**src/rtl/strela_exec_ctrl.sv**
```systemverilog
// strela_exec_ctrl: run sequencer between the CGRA CSR block and the CGRA/DMA
// datapath. Turns load/start/clear command pulses into an ordered
// config-load / execute / clear sequence, tracks per-output-node completion,
// and keeps saturating load/execute/stall cycle counters.
//
// Optional feature: define STRELA_EXEC_IRQ_EN to build the completion
// interrupt register (irq_o / irq_ack_i); otherwise irq_o is tied low.
//
// Ports:
//   clk_i, rst_ni                 clock, async active-low reset
//   load_configuration_i          command pulse: load configuration
//   start_execution_i             command pulse: start execution
//   clear_cgra_i                  command pulse: abort and clear (any state)
//   out_enable_i                  active output nodes, sampled at start accept
//   cfg_start_o / cfg_done_i      config DMA start pulse / completion pulse
//   exec_start_o / out_done_i     execution start pulse / per-node completion
//   stall_i                       datapath backpressure this cycle
//   done_config_o                 level: last config load complete
//   done_exec_output_o            level: last execution complete
//   cgra_reset_o                  synchronous clear to the CGRA fabric
//   busy_o                        sequencer not idle
//   cycle_count_*_o               load-config / execute / stall cycle counters
//   irq_o / irq_ack_i             completion interrupt / acknowledge
module strela_exec_ctrl #(
    parameter int unsigned OUTPUT_NODES_NUM = 4,
    parameter int unsigned CNT_W            = 32,
    parameter int unsigned CLEAR_CYCLES     = 4
) (
    input  logic                        clk_i,
    input  logic                        rst_ni,
    input  logic                        load_configuration_i,
    input  logic                        start_execution_i,
    input  logic                        clear_cgra_i,
    input  logic [OUTPUT_NODES_NUM-1:0] out_enable_i,
    output logic                        cfg_start_o,
    input  logic                        cfg_done_i,
    output logic                        exec_start_o,
    input  logic [OUTPUT_NODES_NUM-1:0] out_done_i,
    input  logic                        stall_i,
    output logic                        done_config_o,
    output logic                        done_exec_output_o,
    output logic                        cgra_reset_o,
    output logic                        busy_o,
    output logic [CNT_W-1:0]            cycle_count_load_config_o,
    output logic [CNT_W-1:0]            cycle_count_execute_o,
    output logic [CNT_W-1:0]            cycle_count_stall_o,
    output logic                        irq_o,
    input  logic                        irq_ack_i
);

    localparam int unsigned CLR_W   = (CLEAR_CYCLES > 1) ? $clog2(CLEAR_CYCLES) : 1;
    localparam logic [CNT_W-1:0] CNT_MAX = '1;

    typedef enum logic [1:0] {
        ST_IDLE  = 2'd0,
        ST_CFG   = 2'd1,
        ST_EXEC  = 2'd2,
        ST_CLEAR = 2'd3
    } state_e;

    state_e                      state_q;
    logic [OUTPUT_NODES_NUM-1:0] mask_q;
    logic [CLR_W-1:0]            clr_cnt_q;
    logic                        cfg_start_q;
    logic                        exec_start_q;
    logic                        done_config_q;
    logic                        done_exec_q;
    logic                        cgra_reset_q;
    logic                        busy_q;
    logic [CNT_W-1:0]            cnt_load_q;
    logic [CNT_W-1:0]            cnt_exec_q;
    logic [CNT_W-1:0]            cnt_stall_q;

    // Nodes still outstanding once this cycle's completions are applied.
    logic [OUTPUT_NODES_NUM-1:0] mask_left;
    assign mask_left = mask_q & ~out_done_i;

    function automatic logic [CNT_W-1:0] sat_inc(input logic [CNT_W-1:0] v);
        return (v == CNT_MAX) ? v : v + CNT_W'(1);
    endfunction

    // Sequencer: clear pre-empts everything; load/start only accepted in IDLE.
    always_ff @(posedge clk_i or negedge rst_ni) begin
        if (!rst_ni) begin
            state_q       <= ST_IDLE;
            mask_q        <= '0;
            clr_cnt_q     <= '0;
            cfg_start_q   <= 1'b0;
            exec_start_q  <= 1'b0;
            done_config_q <= 1'b0;
            done_exec_q   <= 1'b0;
            cgra_reset_q  <= 1'b0;
            busy_q        <= 1'b0;
            cnt_load_q    <= '0;
            cnt_exec_q    <= '0;
            cnt_stall_q   <= '0;
        end else begin
            cfg_start_q  <= 1'b0;
            exec_start_q <= 1'b0;
            if (clear_cgra_i) begin
                state_q       <= ST_CLEAR;
                busy_q        <= 1'b1;
                cgra_reset_q  <= 1'b1;
                clr_cnt_q     <= CLR_W'(CLEAR_CYCLES - 1);
                mask_q        <= '0;
                done_config_q <= 1'b0;
                done_exec_q   <= 1'b0;
                cnt_load_q    <= '0;
                cnt_exec_q    <= '0;
                cnt_stall_q   <= '0;
            end else begin
                case (state_q)
                    ST_IDLE: begin
                        if (load_configuration_i) begin
                            state_q       <= ST_CFG;
                            busy_q        <= 1'b1;
                            cfg_start_q   <= 1'b1;
                            done_config_q <= 1'b0;
                            cnt_load_q    <= '0;
                        end else if (start_execution_i) begin
                            mask_q      <= out_enable_i;
                            cnt_exec_q  <= '0;
                            cnt_stall_q <= '0;
                            // An empty run completes immediately without touching the datapath.
                            if (out_enable_i == '0) begin
                                done_exec_q <= 1'b1;
                            end else begin
                                done_exec_q  <= 1'b0;
                                state_q      <= ST_EXEC;
                                busy_q       <= 1'b1;
                                exec_start_q <= 1'b1;
                            end
                        end
                    end
                    ST_CFG: begin
                        cnt_load_q <= sat_inc(cnt_load_q);
                        if (cfg_done_i) begin
                            state_q       <= ST_IDLE;
                            busy_q        <= 1'b0;
                            done_config_q <= 1'b1;
                        end
                    end
                    ST_EXEC: begin
                        cnt_exec_q <= sat_inc(cnt_exec_q);
                        if (stall_i) begin
                            cnt_stall_q <= sat_inc(cnt_stall_q);
                        end
                        mask_q <= mask_left;
                        if (mask_left == '0) begin
                            state_q     <= ST_IDLE;
                            busy_q      <= 1'b0;
                            done_exec_q <= 1'b1;
                        end
                    end
                    ST_CLEAR: begin
                        if (clr_cnt_q == '0) begin
                            state_q      <= ST_IDLE;
                            busy_q       <= 1'b0;
                            cgra_reset_q <= 1'b0;
                        end else begin
                            clr_cnt_q <= clr_cnt_q - CLR_W'(1);
                        end
                    end
                    default: begin
                        state_q      <= ST_IDLE;
                        busy_q       <= 1'b0;
                        cgra_reset_q <= 1'b0;
                    end
                endcase
            end
        end
    end

    assign cfg_start_o               = cfg_start_q;
    assign exec_start_o              = exec_start_q;
    assign done_config_o             = done_config_q;
    assign done_exec_output_o        = done_exec_q;
    assign cgra_reset_o              = cgra_reset_q;
    assign busy_o                    = busy_q;
    assign cycle_count_load_config_o = cnt_load_q;
    assign cycle_count_execute_o     = cnt_exec_q;
    assign cycle_count_stall_o       = cnt_stall_q;

`ifdef STRELA_EXEC_IRQ_EN
    logic irq_q;
    logic done_rise;

    // Same-edge detection of either done flag going 0->1.
    assign done_rise = !clear_cgra_i && (
        ((state_q == ST_CFG)  && cfg_done_i) ||
        ((state_q == ST_EXEC) && (mask_left == '0)) ||
        ((state_q == ST_IDLE) && !load_configuration_i && start_execution_i &&
         (out_enable_i == '0) && !done_exec_q));

    // Set wins over a coincident acknowledge; clear accept always drops it.
    always_ff @(posedge clk_i or negedge rst_ni) begin
        if (!rst_ni) begin
            irq_q <= 1'b0;
        end else if (clear_cgra_i) begin
            irq_q <= 1'b0;
        end else if (done_rise) begin
            irq_q <= 1'b1;
        end else if (irq_ack_i) begin
            irq_q <= 1'b0;
        end
    end

    assign irq_o = irq_q;
`else
    logic unused_irq_ack;
    assign unused_irq_ack = irq_ack_i;
    assign irq_o          = 1'b0;
`endif

endmodule
```
**config.mk**
```make
export PLATFORM = sky130hd
export DESIGN_NAME = strela_exec_ctrl
export DESIGN_NICKNAME = d
export VERILOG_FILES = /design/src/rtl/strela_exec_ctrl.sv
export SDC_FILE = /design/constraint.sdc
export NUM_CORES = 1
export LEC_CHECK = 0
export BUFFER_PORTS_ARGS = -buffer_cell sky130_fd_sc_hd__buf_4
export CORE_MARGIN = 2
export CORE_UTILIZATION = 45
export DETAILED_ROUTE_END_ITERATION = 6
export MAX_ROUTING_LAYER = met4
export PLACE_DENSITY = 0.67
export SYNTH_ARGS = -nofsm -noshare
export SYNTH_HDL_FRONTEND = slang
export SYNTH_SLANG_ARGS = --single-unit
```
**constraint.sdc**
```tcl
create_clock -name clk_i -period 2.89 [get_ports clk_i]
set_input_delay 0.578 -clock clk_i [delete_from_list [all_inputs] [get_ports clk_i]]
set_output_delay 0.578 -clock clk_i [all_outputs]
set_load 0.005 [all_outputs]
```
==> run_results.csv <==
group,metric,value,unit
critical_path,path_cells,"ha_1 -> nand3_1 -> nor4b_2 -> buf_4 -> nand4_2 -> o31ai_4 -> buf_4 -> o21ai_0",
clock_tree,cts.path.max_buffers,2,
sta,period_share,87.45,%
clock_tree,cts_buffers,9,
synth,synth_area,6304,um2
critical_path,path_common_cell,"buf_4",
critical_path,crit_path_end_kind,"register",
floorplan,initial_core_util,45.77,%
layout,n_antenna_cell,0,
global_routing,grt_pass1_vias,5496,
detailed_routing,drt-vias-per-instance,6.249,
pwr,p_leak,3.222,nW
critical_path,crit_path_max_incr_delay,0.46,ns
place,place_congestion,0.9701,
synth,synth-seq-area-share,43.67,%
detailed_routing,wire_per_inst,17.69,um
flow_run,cap_violations,0,
layout,layout-drive-gt1-share,22.02,%
clock_tree,cts_sinks,110,
floorplan,fp.dieH,122.4,um
critical_path,worstPathArrival,2.76,ns
sta,hold_viol_final,0,
layout,fin_cells,993,
clock_tree,clk_latency,0.36,ns
pwr,p_comb_share,14.1,%
global_routing,antenna_found_initial,0,
pwr,power_switching,0.0009443,W
critical_path,critical_path_class,"reg2reg",
critical_path,start_kind,"register",
layout,area_growth,21.71,%
layout,nFillCells,1266,
synth,synth_cell_types,67,
pwr,internal_power,0.002498,W
pwr,ir_drop,0.2991,mV
detailed_routing,ant_nets,0,
global_routing,grt_pass1_wl,27.99,mm
clock_tree,htreeDepth,3,
global_routing,grt_overflow,0,
floorplan,die_width,122.4,um
critical_path,path_buf_inv,2,
layout,layout_commonest_cell,"buf_4",
sta,relSlewSlack,53.68,%
clock_tree,cts_root_buffer,"clkbuf_16",
place,portBuffers,116,
pwr,swShare,27.43,%
synth,synth_flop_cell,"dfrtp_1",
detailed_routing,first_pass_iters,5,
pwr,clock_power_share,39.0,%
detailed_routing,first_iter_violations,546,
place,placedCellCount,977,
sta,finalSetupViolCount,0,
sta,fmax,0.3957,GHz
synth,synth_warnings,0,
synth,avgSynthCellArea,8.979,um2
critical_path,worst-path-max-fanout,17,
synth,postSynthCellCount,702,
detailed_routing,num_vias,6205,
sta,final.setup.worst_slack,0.3628,ns
sta,worst_pin_slew,0.6902,ns
floorplan,num_rows,43,
detailed_routing,wl,17.56,mm
synth,synth-seq-cells,110,
global_routing,grt_max_degree,53,
critical_path,critical_path.top_delay_family,"simple AND/OR/NAND/NOR gates",
layout,utilization,55.70,%
sta,fin_skew,0.008228,ns
global_routing,grt_usage,23.92,%
sta,setup_tns,0,ns
clock_tree,cts_tree,"done",
synth,async_flop_share,100.0,%
detailed_routing,drc,0,
layout,layout.nets,828,
floorplan,fp.dieArea,14970,um2
place,dpl.hpwl,12.24,mm
outcome,status,"complete, no violations",
clock_tree,holdBufCountCts,0,
clock_tree,cts_resized,0,
place,pre_cts_slack,0.06739,ns
sta,rsz0062_at_grt,"false",
clock_tree,cts_setup_buffers,0,
floorplan,coreArea,13770,um2
sta,period_needed,2.527,ns
clock_tree,clk_pin_slew,0.07,ns
layout,final_cell_mix,"138 x buf_4, 110 x dfrtp_1, 69 x nand2_1, 52 x o21ai_0, 51 x a21oi_1",
pwr,seqPwrFrac,46.9,%
worst_hold_path,hp-class,"in2async",
synth,synth_edf_count,0,
critical_path,crit_slowest_cell,"dfrtp_1",
sta,slew_violations,0,
floorplan,pin_count,119,
pwr,powerDensity,448.7,nW/um2
synth,syn-num-nets,722,
critical_path,cp_data_required_time,3.12,ns
==> through the flow <==
step	total power, W	hold slack, ns	cell area (um2)
after floorplan	0.001939	0.2824	6304
after global placement	0.002117	0.4612	7357
after detailed placement	0.002131	0.4717	7357
after CTS	0.003471	0.2069	7672
after global routing	0.003577	0.2223	7672
final	0.003442	0.1811	7672
==> Yosys cell counts (4+ instances only) <==
| cell | number | area [um2] |
|---|---|---|
| a31o_2 | 4 | 35.03 |
| nor2_1 | 27 | 101.4 |
| and4_1 | 9 | 78.83 |
| o31ai_1 | 39 | 292.8 |
| and3_1 | 12 | 75.07 |
| nand2b_1 | 5 | 31.28 |
| nand2_1 | 69 | 259.0 |
| o21ai_0 | 52 | 260.3 |
| nand4_1 | 26 | 162.7 |
| nand3_1 | 49 | 245.2 |
| inv_1 | 12 | 45.04 |
| nor3_1 | 6 | 30.03 |
| o41ai_1 | 9 | 78.83 |
| ha_1 | 4 | 50.05 |
| or2_2 | 5 | 31.28 |
| and2_1 | 7 | 43.79 |
| a21oi_1 | 51 | 255.2 |
| or3_1 | 25 | 156.4 |
| clkbuf_1 | 25 | 93.84 |
| o311ai_0 | 4 | 35.03 |
| dfrtp_1 | 110 | 2753 |
| o211ai_1 | 15 | 112.6 |
| nor4_1 | 8 | 50.05 |
| a31oi_1 | 11 | 68.82 |
| or4_1 | 37 | 277.8 |
| buf_2 | 10 | 50.05 |
==> path summary, 6_finish.rpt <==
| path | start | endpoint | slack (ns) | cells after the start |
|---|---|---|---|---|
| max in group asynchronous | rst_ni | cycle_count_load_config_o[28] | 1.99 | 2 |
| worst min register to register | mask_q[2] | mask_q[2] | 0.48 | 2 |
| worst max register to register | cycle_count_execute_o[0] | cycle_count_execute_o[7] | 0.36 | 8 |
| min in group clk_i | cfg_done_i | done_config_o | 0.47 | 3 |
| worst min-delay path | rst_ni | cycle_count_stall_o[9] | 0.18 | 1 |
| worst max-delay path | cycle_count_execute_o[0] | cycle_count_execute_o[7] | 0.36 | 8 |
==> cell type report <==
type,instances,area (um2),share of cell area (%)
Timing Repair Buffer,139,1056,13.76
Clock buffer,10,229.0,2.984
Tap cell,180,225.2,2.935
Clock inverter,6,86.33,1.125
Multi-Input combinational cell,535,3274,42.68
Sequential cell,110,2753,35.88
Inverter,13,48.80,0.6360
==> cell families after synthesis <==
kind of cell    count (synthesis)  synth area share (%)
other cells                     1               0.05949
mux                             4                0.6550
fa+ha+maj                       4                0.7940
buf+inv                        57                 4.466
xor+xnor                        5                0.6948
compound gates                209                 21.38
flops                         110                 43.67
simple gates                  312                 28.29
==> flip-flops by register name, indices dropped and copies added (netlist names) <==
name / flops
exec_start_o: 1
busy_o: 1
state_q: 2
cycle_count_load_config_o: 32
done_config_o: 1
cfg_start_o: 1
cycle_count_stall_o: 32
mask_q: 4
cgra_reset_o: 1
cycle_count_execute_o: 32
clr_cnt_q: 2
done_exec_output_o: 1
==> routing by layer <==
metal	up-vias	GRT usage, %	share of wire [%]
met4	0	8.764	1.9
met5	-	-	0
met2	191	36.81	48
met3	22	2.556	5.0
met1	3063	32.86	45
li1	2929	-	-
==> power groups by stage <==
| stage | sequential [W] | clock (W) | combinational, W |
|---|---|---|---|
| final | 0.00162 | 0.00134 | 0.000485 |
| after floorplan | 0.00164 | 0 | 0.000302 |
| after CTS | 0.00162 | 0.00137 | 0.000486 |
| after global routing | 0.00162 | 0.00142 | 0.000532 |
| after detailed placement | 0.00165 | 0 | 0.000485 |
| after global placement | 0.00164 | 0 | 0.000473 |
Note: power is estimated with default switching activity, not from simulation.
